$ cat src/rtl/inst_prefetch_buf_if.sv
// rtl/inst_prefetch_buf_if.sv - SRAM-like instruction fetch port between prefetch buffer and memory
interface inst_prefetch_buf_if;
    logic        inst_req;
    logic [31:0] inst_addr;
    logic [31:0] inst_rdata;
    logic        inst_addr_ok;
    logic        inst_data_ok;

    modport master (
        output inst_req,
        output inst_addr,
        input  inst_rdata,
        input  inst_addr_ok,
        input  inst_data_ok
    );

    modport slave (
        input  inst_req,
        input  inst_addr,
        output inst_rdata,
        output inst_addr_ok,
        output inst_data_ok
    );
endinterface

$ cat src/rtl/inst_prefetch_buf.sv
// rtl/inst_prefetch_buf.sv - DEPTH-entry in-order instruction prefetch queue with redirect flush and AdEL
// Optional same-cycle response bypass to decode when FETCH_BYPASS_EN is defined.
module inst_prefetch_buf #(
    parameter int          DEPTH    = 4,
    parameter int          MAX_OUT  = 2,
    parameter logic [31:0] RESET_PC = 32'hbfc00000
) (
    input  logic                     clk,
    input  logic                     resetn,
    input  logic                     redirect,
    input  logic [31:0]              redirect_pc,
    inst_prefetch_buf_if.master      ibus,
    output logic                     valid_o,
    output logic [31:0]              pc_o,
    output logic [31:0]              inst_o,
    output logic                     exc_o,
    output logic [4:0]               exccode_o,
    input  logic                     ready_i,
    output logic [$clog2(DEPTH):0]   count_o
);

    localparam int AW = $clog2(DEPTH);
    localparam int CW = AW + 1;
    localparam int OW = $clog2(MAX_OUT + 1);
    localparam int QW = (MAX_OUT > 1) ? $clog2(MAX_OUT) : 1;

    logic [31:0]    fpc;
    logic [CW-1:0]  cnt;
    logic [OW-1:0]  pend;
    logic [OW-1:0]  drop;
    logic           halt;
    logic [AW-1:0]  rd;
    logic [AW-1:0]  wr;

    logic [31:0]    pc_mem   [DEPTH];
    logic [31:0]    inst_mem [DEPTH];
    logic [DEPTH-1:0] exc_mem;

    // Issued-address FIFO; its occupancy always equals pend, stale entries included.
    logic [31:0]    afifo [MAX_OUT];
    logic [QW-1:0]  a_rd;
    logic [QW-1:0]  a_wr;

    logic           aligned;
    logic [OW-1:0]  inflight;
    logic           credit_ok;
    logic           req;
    logic           acc;
    logic           dok;
    logic           live;
    logic           byp_valid;
    logic           byp_take;
    logic           pop;
    logic           push_data;
    logic           exc_push;
    logic           push;

    function automatic logic [QW-1:0] q_next(input logic [QW-1:0] p);
        return (p == QW'(MAX_OUT - 1)) ? '0 : p + QW'(1);
    endfunction

    always_comb begin
        aligned   = (fpc[1:0] == 2'b00);
        inflight  = pend - drop;
        credit_ok = (({{(32-CW){1'b0}}, cnt} + {{(32-OW){1'b0}}, inflight}) < 32'(DEPTH));
        req       = resetn && !halt && !redirect && aligned && credit_ok && (pend < OW'(MAX_OUT));
        acc       = req && ibus.inst_addr_ok;
        dok       = ibus.inst_data_ok;
        live      = dok && (drop == '0);
    end

`ifdef FETCH_BYPASS_EN
    assign byp_valid = live && (cnt == '0) && !redirect;
    assign byp_take  = byp_valid && ready_i;
`else
    assign byp_valid = 1'b0;
    assign byp_take  = 1'b0;
`endif

    always_comb begin
        pop       = (cnt != '0) && ready_i && !redirect;
        push_data = live && !byp_take;
        // AdEL entry waits until every live response has landed so order is preserved.
        exc_push  = !halt && !aligned && (pend == drop) && (cnt < CW'(DEPTH)) && !dok && !redirect;
        push      = (push_data || exc_push) && !redirect;
    end

    assign ibus.inst_req  = req;
    assign ibus.inst_addr = fpc;

    always_ff @(posedge clk) begin
        if (!resetn) begin
            fpc  <= RESET_PC;
            cnt  <= '0;
            pend <= '0;
            drop <= '0;
            halt <= 1'b0;
            rd   <= '0;
            wr   <= '0;
        end else begin
            pend <= pend + OW'(acc) - OW'(dok);
            if (redirect) begin
                fpc  <= redirect_pc;
                cnt  <= '0;
                rd   <= wr;
                halt <= 1'b0;
                drop <= pend + OW'(acc) - OW'(dok);
            end else begin
                if (acc)
                    fpc <= fpc + 32'd4;
                if (dok && (drop != '0))
                    drop <= drop - OW'(1);
                if (push)
                    wr <= wr + AW'(1);
                if (pop)
                    rd <= rd + AW'(1);
                cnt <= cnt + CW'(push) - CW'(pop);
                if (exc_push)
                    halt <= 1'b1;
            end
        end
    end

    always_ff @(posedge clk) begin
        if (!resetn) begin
            a_rd <= '0;
            a_wr <= '0;
        end else begin
            if (acc)
                a_wr <= q_next(a_wr);
            if (dok)
                a_rd <= q_next(a_rd);
        end
    end

    always_ff @(posedge clk) begin
        if (acc)
            afifo[a_wr] <= fpc;
    end

    always_ff @(posedge clk) begin
        if (resetn && push) begin
            pc_mem[wr]   <= exc_push ? fpc : afifo[a_rd];
            inst_mem[wr] <= exc_push ? 32'h0 : ibus.inst_rdata;
            exc_mem[wr]  <= exc_push;
        end
    end

    always_comb begin
        valid_o   = 1'b0;
        pc_o      = 32'h0;
        inst_o    = 32'h0;
        exc_o     = 1'b0;
        exccode_o = 5'h00;
        if (cnt != '0) begin
            valid_o = 1'b1;
            pc_o    = pc_mem[rd];
            inst_o  = inst_mem[rd];
            exc_o   = exc_mem[rd];
        end else if (byp_valid) begin
            valid_o = 1'b1;
            pc_o    = afifo[a_rd];
            inst_o  = ibus.inst_rdata;
        end
        if (exc_o)
            exccode_o = 5'h04;
    end

    assign count_o = cnt;

endmodule
$ cat src/flat_wrapper.sv
// flat-port wrapper written by rule: the top's interface ports become plain ports
module inst_prefetch_buf_flat 
#(
    parameter int          DEPTH    = 4,
    parameter int          MAX_OUT  = 2,
    parameter logic [31:0] RESET_PC = 32'hbfc00000
)
  (clk, resetn, redirect, redirect_pc, valid_o, pc_o, inst_o, exc_o, exccode_o, ready_i, count_o, ibus_inst_req, ibus_inst_addr, ibus_inst_rdata, ibus_inst_addr_ok, ibus_inst_data_ok);
  inst_prefetch_buf_if ibus_i ();
  input  logic clk;
  input  logic resetn;
  input  logic redirect;
  input  logic [31:0] redirect_pc;
  output logic valid_o;
  output logic [31:0] pc_o;
  output logic [31:0] inst_o;
  output logic exc_o;
  output logic [4:0] exccode_o;
  input  logic ready_i;
  output logic [$clog2(DEPTH):0] count_o;
  output wire logic [$bits(ibus_i.inst_req)-1:0] ibus_inst_req;
  output wire logic [$bits(ibus_i.inst_addr)-1:0] ibus_inst_addr;
  input wire logic [$bits(ibus_i.inst_rdata)-1:0] ibus_inst_rdata;
  input wire logic [$bits(ibus_i.inst_addr_ok)-1:0] ibus_inst_addr_ok;
  input wire logic [$bits(ibus_i.inst_data_ok)-1:0] ibus_inst_data_ok;
  assign ibus_inst_req = ibus_i.inst_req;
  assign ibus_inst_addr = ibus_i.inst_addr;
  assign ibus_i.inst_rdata = ibus_inst_rdata;
  assign ibus_i.inst_addr_ok = ibus_inst_addr_ok;
  assign ibus_i.inst_data_ok = ibus_inst_data_ok;
  inst_prefetch_buf #(.DEPTH(DEPTH), .MAX_OUT(MAX_OUT), .RESET_PC(RESET_PC)) u_core (.clk(clk), .resetn(resetn), .redirect(redirect), .redirect_pc(redirect_pc), .ibus(ibus_i), .valid_o(valid_o), .pc_o(pc_o), .inst_o(inst_o), .exc_o(exc_o), .exccode_o(exccode_o), .ready_i(ready_i), .count_o(count_o));
endmodule
$ cat config.mk
export PLATFORM = sky130hd
export DESIGN_NAME = inst_prefetch_buf_flat
export DESIGN_NICKNAME = d
export VERILOG_FILES = /design/src/rtl/inst_prefetch_buf_if.sv /design/src/rtl/inst_prefetch_buf.sv /design/src/flat_wrapper.sv
export SDC_FILE = /design/constraint.sdc
export NUM_CORES = 1
export LEC_CHECK = 0
export BUFFER_PORTS_ARGS = -buffer_cell sky130_fd_sc_hd__buf_2
export CAP_MARGIN = 20
export CORE_MARGIN = 2
export CORE_UTILIZATION = 29
export DETAILED_ROUTE_END_ITERATION = 8
export HOLD_SLACK_MARGIN = 0.06
export PLACE_DENSITY_LB_ADDON = 0.05
export SLEW_MARGIN = 0
export SYNTH_ARGS = -nofsm -noshare
export SYNTH_HDL_FRONTEND = slang
export SYNTH_SLANG_ARGS = --single-unit
$ cat constraint.sdc
create_clock -name clk -period 9.9 [get_ports clk]
set_input_delay 1.98 -clock clk [delete_from_list [all_inputs] [get_ports clk]]
set_output_delay 1.98 -clock clk [all_outputs]
set_load 0.005 [all_outputs]
==> metrics list, run 1 <==
* Final weighted congestion in routability-driven placement: 0.7367
* Fraction of layout instances using a drive strength above 1: 27.97%
- TritonCTS built the clock tree.
- Setup slack after placement: 4631 ps
- Pwr Density: 196.3 nW/um^2
- The synthesized netlist devotes 1.099% of its cell area to adder and majority cells.
- Post-synthesis compound-gate area fraction: 4.620%
- # IOs: 177
* Fraction of registers with async set/reset: 0%
- The Yosys step of the flow raised 0 warnings.
- For the worst setup path, the data arrival time is 3210 ps.
* Total Wirelength: 40.25 mm
* Syn-to-layout area delta: 19.27%
- For this run, the register share of the synthesized area comes to 69.14%.
- Outcome: complete, no violations
* Startpoint type of the worst setup path: flip-flop
- The mapped netlist covers 15490 um^2.
- Endpoint of the worst hold path: u_core.halt
- Worst Hold Path Cells: 2
- In this run the vertical extent of the chip is 235.1 um.
* Initial Util: 29.42%
* Count of flip-flops with a built-in enable after synthesis: 324
* Mean instance size in the synthesized netlist: 15.81 um^2
* Design Power: 3.627 mW
- The tool flagged a number of max-cap violations equal to 0.
- After synthesis the netlist holds a flip-flop and latch count of 373.
- Max_slew headroom: 34.85%
- Post-route minimum period: 5190 ps
- The detail route stage leaves a number of antenna-violating nets equal to 0.
- Total number of nets in the final design: 1243
- Number of buffers added by the clock tree synthesis step: 45
- First-iteration detailed-routing DRC count: 426
* First-pass detailed-route iteration total: 5
* Slowest stage delay, CP: 660 ps
- Max-slew violations: 0
* Num Clock Sinks: 373
- Number of buffers inserted by post-CTS setup repair: 0
- Path type of the worst min-delay path: reg -> reg
- Die width: 235.1 um
* Fmax achieved: 192.7 MHz
- In the routed layout, each cell is associated on average with a via count of 4.696.
* Cell breakdown of the critical path: buf_4 > buf_4 > mux4_2 > and2_1 > buf_2
- After clock tree synthesis, the clock-pin slew on the worst setup and hold paths is 50 ps.
- The slowest stage of the critical path belongs to the cell buf_4.
* Core Box Area: 52660 um^2
* Slew of the pin with the lowest slew margin: 977.3 ps
- Largest clock skew in the final design: 20.90 ps
- R2R Setup Slk: 6750 ps
* Post-cts hold buffer count: 0
- The endpoint identified for the worst register-to-register timing path is u_core.pc_mem[2][23].
- Summing over every cut layer, the via total after detailed routing is 8838.
* Startpoint of the lowest-slack hold path: u_core.halt
- Summing the areas of all xor and xnor instances in the mapped netlist gives 0.6785% of the synthesized area.
- After detailed placement, the total cell area comes to 17130 um^2.
* Worst IR Drop VDD: 0.1034 mV
* Depth of the CTS H-tree: 2
- Area share of the largest cell type after synthesis: 62.81%
- The startpoint identified for the worst register-to-register timing path is u_core.pend[0].
- Largest family of logic cells by synthesized area: multiplexers
- CTS Buffer Depth: 3
* Post-route setup slack: 4710 ps
- In this run, placement finished with an instance count of 1801.
- Critical Path Most Common Cell: buf_4
* Final period util: 52.43%
- Global Route Usage Sum: 14.61%
- The die covers 55280 um^2.
- For the worst flop-to-flop path, the logic depth is 8.
* Post-cts resize count: 0
- Excluding fillers, the count of instances in the completed layout stands at 1882.
- Global route overflow: 0
- Maximum number of pins on one net before global-route repair: 69
- The critical path is of the reg -> out type.
- Antenna violations before repair: 0
- Setup-violating endpoint count in the final report: 0
- STA puts the critical path data required time at 7920 ps.
- Hold WS: 528.2 ps
- Yosys attributes the largest share of cell area to edfxtp_1 63%, mux4_2 9.5%, dfxtp_1 6.3%, and2_1 4.4%, mux2i_1 2.5%.
- Share of synthesized area spent on multiplexers: 12.04%
- The repair_antennas step left the layout with diodes totalling 0.
- The final-report hold violation count came to 0.
- Clk Latency, worst-skew pair: 570 ps
- Aggregate negative setup slack: 0 ps
- Yosys mapped the design onto 59 distinct sky130hd cell types.
* Area share of and/or/nand/nor cells after synthesis: 10.32%
* # DRC: 0
- Post-DP HPWL: 24.09 mm
- In the synthesized netlist, the number of instances is 980.
* Setup repair after global routing missed its margin: no
* Crit path capture type: primary output
- End-of-flow core utilization: 35.09%
- Top cell type by total area after synthesis: edfxtp_1
- Worst Path Max Fanout: 40
- For this design the static power due to leakage is 6.486 nW.
- Buffers placed on the I/O ports in this run total 172.
* Routed wire length per instance: 21.39 um
* CTS root buf: clkbuf_16
- Design Area, Final: 18480 um^2
- The floorplan has 84 rows.
* Vias in the first global route: 9302
- The most used flip-flop cell after synthesis is edfxtp_1.
- Global-route wire length before repair: 61.00 mm
-- critical path, delay by kind of cell (launching register included) --
kind	cells	cell delay (ps)
simple gates	1	220
mux	1	560
flops	1	350
buf+inv	3	1400
-- cells in the mapped netlist, types with 10 or more instances --
master / count
edfxtp_1: 324
and2_1: 109
mux4_2: 65
nor2_1: 60
dfxtp_1: 49
a21oi_1: 43
clkbuf_1: 39
mux2i_1: 39
nand2_1: 39
inv_1: 18
nand3_1: 15
a21boi_1: 12
ha_1: 12
nand4_1: 12
o21ai_1: 12
buf_2: 10
-- cells in the final DEF (no fill, tap or decap), types with 5 or more instances in the layout --
master / n
edfxtp_1: 324
buf_2: 172
and2_1: 109
mux4_2: 65
nor2_1: 58
dfxtp_1: 46
clkbuf_16: 45
a21oi_1: 43
nand2_1: 39
mux2i_1: 39
inv_1: 18
nand3_1: 15
buf_4: 15
clkinv_1: 14
nand4_1: 12
o21ai_1: 12
a21boi_1: 12
ha_1: 12
clkbuf_1: 10
xnor2_1: 9
nor4_1: 7
nor2b_1: 6
a21boi_0: 6
clkinv_2: 6
a31oi_1: 5
o311ai_1: 5
o211ai_1: 5
nor3_1: 5
-- metal layers --
layer / vias up / global-route usage [%] / wire length, um
met2: 191 / 23.12 / 18600
met3: 63 / 3.131 / 1785
met1: 4476 / 20.39 / 19060
met4: 0 / 3.797 / 804
met5: - / 0 / 0
li1: 4108 / - / -
-- sequential cells by signal (all words and copies together) (netlist names), named ones only --
signal / count
u_core.a_rd: 1
u_core.a_wr: 1
u_core.afifo: 64
u_core.count_o: 3
u_core.drop: 2
u_core.exc_mem: 4
u_core.halt: 1
u_core.ibus.inst_addr: 32
u_core.inst_mem: 128
u_core.pc_mem: 128
u_core.pend: 2
u_core.rd: 2
u_core.wr: 2
-- power by group --
| part | internal (mW) | total, mW | switching (mW) | leakage, nW |
|---|---|---|---|---|
| Combinational | 0.135 | 0.312 | 0.177 | 2.49 |
| Sequential | 1.77 | 1.81 | 0.0379 | 3.34 |
| Clock | 0.876 | 1.51 | 0.631 | 0.662 |
| Total | 2.78 | 3.63 | 0.846 | 6.49 |
-- cell families after synthesis --
logic type,count (synthesis)
buffers and inverters,77
and+or+nand+nor,287
xor gates and xnor gates,12
other,1
AOI/OAI and AO/OA,112
muxes,105
adders and majority gates,13
DFF,373
-- cell type report --
class                   instances  area [um^2]
repair buffers                187        973.4
well taps                     688        860.8
flip-flops and latches        373        10720
clock inverters                24        158.9
inverters                      20        75.07
multi-input cells             533         4497
clock buffers                  57         1191
fillers                      5127        34180
-- worst max path at each step --
stage,slack [ps],end,from
2_1_floorplan,5210,u_core.exc_mem[0],redirect
3_3_place_gp,4620,u_core.inst_mem[0][0],redirect
3_5_place_dp,4630,u_core.pc_mem[2][23],redirect
4_1_cts,4520,pc_o[11],flip-flop
5_1_grt,4410,pc_o[11],flip-flop
6_report,4710,pc_o[16],flip-flop
Power figures use the tool's default switching activity.
==> inputs of run 2 (changes only) <==
clock period = 4.35 ns   (was 9.9 ns; I/O delays follow)
==> run 2 against run 1 <==
  * Sequential power is 130% higher
  * Die area unchanged
  * Wire length up 3.7%
  * Highest routed layer unchanged
  * Global-route usage is 0.45 points higher
  * Largest power group unchanged
  * Count of clock-buffer cells in the layout fell by 6
  * Via count rose by 1.8%
==> metrics list, run 2 (synthesis gave the netlist of run 1 again) <==
- The number of buffers between clock root and the deepest sink was 3 (unchanged).
* # IOs: 177 (unchanged)
* Antenna diode count: 0 (unchanged)
* Total Die Area: 55280 um^2 (unchanged)
- The average vias per placed instance was 4.728 (+0.68%).
- Setup repair after global routing left no endpoint under its margin.
- The final non-filler cell total is 1902 (+1.1%).
- Total number of nets in the final design: 1261 (+1.4%)
- In the final layout, the registers with the most flip-flops are u_core.inst_mem: 128 flops, u_core.pc_mem: 128 flops, u_core.afifo: 64 flops.
* Switching power: 1.961 mW (+130%)
- Crit path capture type: primary output
- The clock latency of the later-clocked register in the worst-skew pair was 560 ps (about the same).
- The path with the worst hold slack has its endpoint at u_core.halt.
- Worst r2r path cells: 11 (+3)
- In the finished design, the share of the clock period the worst path needs comes to 77.82%.
* Number of maximum-capacitance constraint violations: 0 (unchanged)
- The total power of the final layout came to 8.751 mW (+140%).
- The relative slew slack came to 43.05% (+8.2 points).
- Pwr Density: 463.2 nW/um^2 (+140%)
- The post-placement setup slack was 938.0 ps (-3693 ps).
* End-of-flow core utilization: 35.88% (+0.79 points)
* Startpoint type of the worst setup path: flip-flop
- Most common cell after layout, fill and taps aside: edfxtp_1
- The number of I/O port buffers was 172 (unchanged).
- First-pass detailed-route iteration total: 4 (-1)
- Clock share of power: 44.6% (+3.1 points)
- The final instance area is 18890 um^2 (+2.3%).
- Initial Util: 29.42% (unchanged)
- Post-DP HPWL: 27.01 mm (+12%)
* Hold WS: 511.9 ps (-16.24 ps)
* Internal power: 6.791 mW (+140%)
- The fraction of met2 tracks used by global routing was 25.01% (+1.9 points).
* Number of routed nets with antenna violations: 0 (unchanged)
- Data arrival time of the critical path: 2520 ps (-690 ps)
- The worst path needs 3385 ps of the cycle, external delays included.
- The final-report hold violation count is 0 (unchanged).
* Syn-to-layout area delta: 21.97%
- Number of buffers inserted by post-CTS setup repair: 0 (unchanged)
* Global route overflow: 0 (unchanged)
* Leakage power: 6.689 nW (+3.1%)
- The quantity of hold-fixing buffers added after cts is 0 (unchanged).
* Placed cell areas: 17350 um^2 (+1.3%)
- Worst Hold Path Cells: 2 (unchanged)
* Die height: 235.1 um (unchanged)
- The share of power burned in registers was 47.3% (-2.5 points).
* R2R Setup Slk: 1540 ps (-5210 ps)
- Routed wire length per instance: 21.95 um (+2.7%)
* Clock-pin slew on the worst setup and hold paths: 50 ps (about the same)
* Maximum number of pins on one net before global-route repair: 45 (-35%)
- The total clock buffers created by CTS is 45 (unchanged).
- The wire length reported by the detailed router was 41.76 mm (+3.7%).
- GR Util met1: 20.01% (-0.37 points)
- Setup-violating endpoint count in the final report: 0 (unchanged)
- Most frequent cells in the layout: 324 x edfxtp_1, 172 x buf_2, 109 x and2_1
* Critical R2R Capture: u_core.drop[1]
* Met3 track demand over resource: 2.756% (-0.38 points)
* Required time worst endpoint: 3480 ps (-4440 ps)
- The core area is 52660 um^2 (unchanged).
* GRT Max-Usage Layer: met2
- Vias after detailed routing: 8993 (+1.8%)
* Aggregate negative setup slack: 0 ps (unchanged)
- Depth of the CTS H-tree: 2 (unchanged)
* Global Route Usage Sum: 15.05% (+0.45 points)
- CTS root buf: clkbuf_16
- Worst Path Max Fanout: 22 (-45%)
- Startpoint of the lowest-slack hold path: u_core.halt
* Slew of the pin with the lowest slew margin: 853.3 ps (-123.9 ps)
- Post-cts resize count: 0 (unchanged)
- Fraction of power consumed by combinational cells: 8.2% (-0.4 points)
- Post-route setup slack: 964.7 ps (-3745 ps)
- # DRC: 0 (unchanged)
- Static timing analysis puts the maximum clock frequency at 295.4 MHz.
- Largest clock skew in the final design: 10.31 ps (-10.59 ps)
- The horizontal extent of the die came to 235.1 um (unchanged).
- The largest voltage drop on the vdd net came to 0.2372 mV (+130%).
- The global-route wire length before repair is 62.39 mm (+2.3%).
- R2R Path Start: u_core.pend[1]
* Fraction of layout instances using a drive strength above 1: 29.65% (+1.7 points)
- Number of placed cells counting well taps: 1819 (+1.0%)
- Final weighted congestion in routability-driven placement: 0.7190 (-2.4%)
- Path type of the worst min-delay path: reg -> reg
- The fraction of power spent switching nets came to 22.41% (-0.92 points).
- The number of global-route vias before repair came to 9565 (+2.8%).
- The setup path with the least slack is of type reg -> out.
- TritonCTS clock tree: yes
- Max-slew violations: 0 (unchanged)
- Outcome: complete, no violations
* Std-Cell Rows: 84 (unchanged)
- The number of design-rule violations left by the first detailed-router iteration came to 434 (+1.9%).
- Antenna violations before repair: 0 (unchanged)
* Num Clock Sinks: 373 (unchanged)
==> run 2: changes by cell type in the layout (fill, tap and decap cells not counted), moves of 2 or more <==
cell | previous run | this run
buf_12 | 0 | 7
clkinvlp_4 | 0 | 2
clkbuf_1 | 10 | 5
bufinv_16 | 1 | 9
buf_4 | 15 | 25
clkinv_8 | 2 | 0
==> run 2: worst max-delay path, cell delays in order, from the launching register on <==
cell and delay, ps:
dfxtp_4 690, buf_4 340, mux4_2 570, and2_1 190, buf_2 130
==> run 2: worst max path at each step <==
stage	cells past startpoint	end	slack, ps
3_5_place_dp	8	u_core.inst_mem[3][26]	940
6_report	4	pc_o[30]	960
2_1_floorplan	4	u_core.exc_mem[0]	770
5_1_grt	4	pc_o[30]	790
4_1_cts	4	pc_o[30]	850
3_3_place_gp	6	u_core.inst_mem[1][0]	890
==> run 2: area by class of cell <==
type                            instances  area (um^2)
Clock buffer                           51         1159
Multi-Input combinational cell        533         4497
Timing Repair Buffer                  205         1200
Fill cell                            5047        33760
Clock inverter                         32        382.9
Inverter                               20        75.07
Tap cell                              688        860.8
Sequential cell                       373        10720
==> run 2: layer usage <==
metal,wire length [um],vias to the layer above
met2,20150,195
met3,1674,57
met1,19010,4590
met4,922,0
met5,0,-
li1,-,4151
==> run 2: power by group through the flow <==
stage          Sequential, mW  Combinational (mW)  Clock [mW]
4_1_cts                  4.14               0.748        4.03
3_5_place_dp             4.22               0.744           0
3_3_place_gp             4.22               0.742           0
2_1_floorplan            4.15               0.465           0
5_1_grt                  4.15               0.802        4.15
6_report                 4.14               0.715        3.90
==> inputs of run 3 (changes only) <==
ABC_AREA = 1   (was not set)
clock period = 2.9 ns   (was 4.35 ns; I/O delays follow)
==> run 3 against run 2 <==
  * Register-to-register slack lost 1400 ps
  * Area after synthesis increased by 4.4%
  * Clock power grew 35%
  * Critical path depth rose by 5
  * Cell count is 31% higher
  * Via count up 24%
  * Critical path type is now reg -> reg
  * Wire length rose by 11%
  * Hold slack worse by 260 ps
  * Sequential share of layout area decreased by 1.7 points
  * Count of clock-buffer cells in the layout is 6 higher
==> metrics list, run 3 <==
* Count of input and output buffers: 172 (unchanged)
- Clock-pin slew on the worst setup and hold paths: 60 ps (about the same)
- The count of boundary I/O pins was 177 (unchanged).
- The library cell used most frequently in the layout, excluding fill and tap cells, is edfxtp_1.
- Clk Latency, worst-skew pair: 570 ps (about the same)
- Switching power: 3.128 mW (+60%)
- The number of buffers between clock root and the deepest sink is 3 (unchanged).
* Count of flip-flops with a built-in enable after synthesis: 324 (unchanged)
- Fraction of layout instances using a drive strength above 1: 20.00% (-9.7 points)
- Syn-to-layout area delta: 20.41%
- The largest total area in the synthesized netlist belongs to edfxtp_1.
- Number of maximum-capacitance constraint violations: 0 (unchanged)
* Post-route minimum period: 2727 ps
- The highest metal layer carrying signal wires in the routed design is met4.
- Setup-violating endpoint count in the final report: 0 (unchanged)
- Antenna violations before repair: 0 (unchanged)
* Mean instance size in the synthesized netlist: 10.54 um^2 (-33%)
* Total number of nets in the final design: 1793 (+42%)
- The number of design-rule violations left by the first detailed-router iteration is 617 (+42%).
- The flip-flop and latch count after synthesis is 373 (unchanged).
- R2R Path Start: u_core.pend[0]
- The cell depth of the worst flop-to-flop path was 9 (-2).
- The floorplan die area was 57690 um^2 (+4.4%).
- Fmax achieved: 366.7 MHz
- Netlist area before placement: 16180 um^2 (+4.4%)
- Leakage power: 7.525 nW (+13%)
- Worst Path Max Fanout: 43 (+95%)
- The met2 routed wirelength is 21.59 mm (+7.1%).
- The flow ran to the end, and the final reports show no timing, DRC or antenna violations.
* Startpoint type of the worst setup path: flip-flop
- The pin count of the biggest net entering global routing was 99 (+120%).
- Path length in cells of the critical path: 9 (+5)
* Share of power burned in registers: 48.5% (+1.2 points)
- Hold WS: 253.1 ps (-258.8 ps)
- The routed metal-1 wirelength came to 22.12 mm (+16%).
* Count of synthesis-stage warnings from yosys: 0 (unchanged)
- The signal on the critical path passes through inv_1 > ha_1 > inv_1 > nor4_2 > nand2_1 > a21oi_1 > nand2_1 > nor2_4 > buf_12.
- Among cell families on the critical path, the largest total delay comes from simple AND/OR/NAND/NOR gates.
- Cell count after synthesis: 1535 (+57%)
- The endpoint identified for the worst register-to-register timing path is u_core.inst_mem[3][15].
- Area contributors post-synth: edfxtp_1 60%, nor2_1 7.2%, dfxtp_1 6.1%, nand2_1 5.2%, o21ai_0 4.6%
- For hold timing, the worst endpoint is u_core.ibus.inst_addr[31].
* CTS root buf: clkbuf_16
- Final period util: 94.04%
* Final hold violation count: 0 (unchanged)
- Pwr Density: 651.9 nW/um^2 (+41%)
* Worst Hold Path Cells: 3 (+1)
* Number of buffers added by the clock tree synthesis step: 43 (-4.4%)
- Global Route Usage Sum: 16.13% (+1.1 points)
* Area share of the largest cell type after synthesis: 60.14% (-2.7 points)
- Metal3 WL: 1.815 mm (+8.4%)
* Number of distinct library cells after synthesis: 41 (-31%)
- The average vias per placed instance was 4.474 (-5.4%).
* Most frequent cells in the layout: 324 x edfxtp_1, 306 x nor2_1, 222 x nand2_1
* Switching Fraction: 24.63% (+2.2 points)
- Initial Util: 29.37% (-0.052 points)
* Path type of the worst min-delay path: in -> reg
- The routability congestion estimate from global placement is 0.7883 (+9.6%).
- The horizontal extent of the die was 240.2 um (+2.2%).
- Die height: 240.2 um (+2.2%)
- First-pass detailed-route iteration total: 7 (+3)
- End-of-flow core utilization: 35.36% (-0.52 points)
- The required time at the worst-slack endpoint came to 3130 ps (-350 ps).
- Largest clock skew in the final design: 14.44 ps (+4.137 ps)
- The global-route wire length before repair is 69.60 mm (+12%).
- The relative slew slack is 51.44% (+8.4 points).
* Vias after detailed routing: 11153 (+24%)
* Num Clock Sinks: 373 (unchanged)
- Total Wirelength: 46.18 mm (+11%)
- CP bufs+invs: 3 (+1)
- The startpoint identified for the worst hold timing path is redirect_pc[31].
* Most common cell in the netlist: edfxtp_1
- The estimated wirelength of the detail-placed design was 29.00 mm (+7.4%).
- The largest individual stage delay along the critical path comes from the cell nor4_2.
- The actual slew at the worst max-slew pin came to 720.8 ps (-132.5 ps).
- Fraction of registers with async set/reset: 0% (unchanged)
* Slowest stage delay, CP: 380 ps (-310 ps)
- The remaining routing DRC violations is 0 (unchanged).
* Synth top cells by count: 324 x edfxtp_1, 312 x nor2_1, 222 x nand2_1, 149 x o21ai_0, 100 x a21oi_1
- Fraction of power consumed by combinational cells: 10.1% (+1.9 points)
- Std-Cell Rows: 86 (+2.4%)
* Largest registers: u_core.inst_mem: 128 flops, u_core.pc_mem: 128 flops, u_core.afifo: 64 flops
- The total congestion overflow after global routing came to 0 (unchanged).
- STA classifies the critical path endpoint as a flip-flop.
* Worst setup path class: reg -> reg
- The worst setup slack for register-to-register paths was 170 ps (-1370 ps).
- The total internal power is 9.571 mW (+41%).
- Max-slew violations: 0 (unchanged)
- The CTS H-tree depth was 2 (unchanged).
- Sequential-to-total area share from yosys stat: 66.20% (-2.9 points)
- Vias in the first global route: 11219 (+17%)
- The antenna cell count is 0 (unchanged).
* Worst IR Drop VDD: 0.3711 mV (+56%)
- The share of power burned in the clock network came to 41.4% (-3.2 points).
- Number of routed nets with antenna violations: 0 (unchanged)
* TritonCTS clock tree: yes
- In the synthesized netlist the dominant register cell turns out to be edfxtp_1.
- The routed wire length per instance is 18.52 um (-16%).
- Core Box Area: 55090 um^2 (+4.6%)
- The critical path data arrival time came to 2960 ps (+440 ps).
* Setup repair after global routing missed its margin: no
run 3: cell types whose count changed after synthesis, sizes merged, moves of 8 or more:
cell / change
nor2: +256
a21oi: +59
mux4: -65
inv: +102
o21ai: +161
and2: -109
mux2: +31
mux2i: -39
nand2: +182
and3: -8
nand3: +29
a21boi: -16
buf: +32
run 3: logic make-up after synthesis:
kind of cell               count (synthesis)  share of synthesized area (%)
AOI/OAI and AO/OA                        286                          8.995
xor gates and xnor gates                  17                         0.9203
adders and majority gates                 13                          1.052
buffers and inverters                    205                          5.391
DFF                                      373                          66.20
muxes                                     32                          2.227
other                                      1                        0.02318
and+or+nand+nor                          608                          15.19
run 3: area by class of cell:
| class | count | area (um^2) |
|---|---|---|
| inverters | 123 | 470.5 |
| fillers | 5678 | 35610 |
| multi-input cells | 960 | 4664 |
| clock buffers | 57 | 1170 |
| repair buffers | 209 | 1334 |
| well taps | 748 | 935.9 |
| flip-flops and latches | 373 | 10720 |
| clock inverters | 23 | 188.9 |
run 3: power by group through the flow:
stage	logic [mW]	registers (mW)	clock network, mW
global placement	1.30	6.28	0
detailed placement	1.30	6.28	0
global route	1.46	6.18	5.66
finish	1.29	6.16	5.25
floorplan	0.768	6.23	0
CTS	1.32	6.16	5.44
run 3: stage by stage:
| step | TNS (ps) | instance area (um^2) | cells | setup WS (ps) | power, mW |
|---|---|---|---|---|---|
| CTS | 0 | 19450 | 2490 | 28.81 | 12.93 |
| finish | 0 | 19480 | 2493 | 173.0 | 12.70 |
| global placement | 0 | 18070 | 2409 | 198.2 | 7.580 |
| global route | 0 | 19480 | 2493 | 11.71 | 13.30 |
| floorplan | -144410 | 16200 | 1538 | -555.4 | 6.995 |
| detailed placement | 0 | 18070 | 2409 | 164.6 | 7.582 |
run 3: what timing repair did:
item,4_1_cts,5_1_grt
setup buffers,1,3
hold buffers,0,0
pin swaps,0,1
setup endpoints to repair,14,19
resized for setup,2,2
run 3: tightest hold or removal path, cell delays in order:
cell     delay, ps
buf_2           80
a21oi_1         50
nand3_1         70
run 3: layer usage:
| metal | vias to the layer above | GRT usage, % |
|---|---|---|
| met2 | 175 | 26.48 |
| met4 | 0 | 3.369 |
| met1 | 5381 | 22.21 |
| met5 | - | 0 |
| li1 | 5548 | - |
| met3 | 49 | 3.042 |
run 3: how the worst max path moves through the flow:
stage / startpoint / end / slack [ps]
finish: u_core.pend[0] / u_core.inst_mem[3][15] / 170
global route: flip-flop / pc_o[2] / 10
CTS: flip-flop / inst_o[30] / 30
detailed placement: redirect / u_core.inst_mem[3][30] / 160
global placement: u_core.pend[0] / u_core.inst_mem[3][20] / 200
floorplan: u_core.pend[0] / u_core.exc_mem[0] / -560
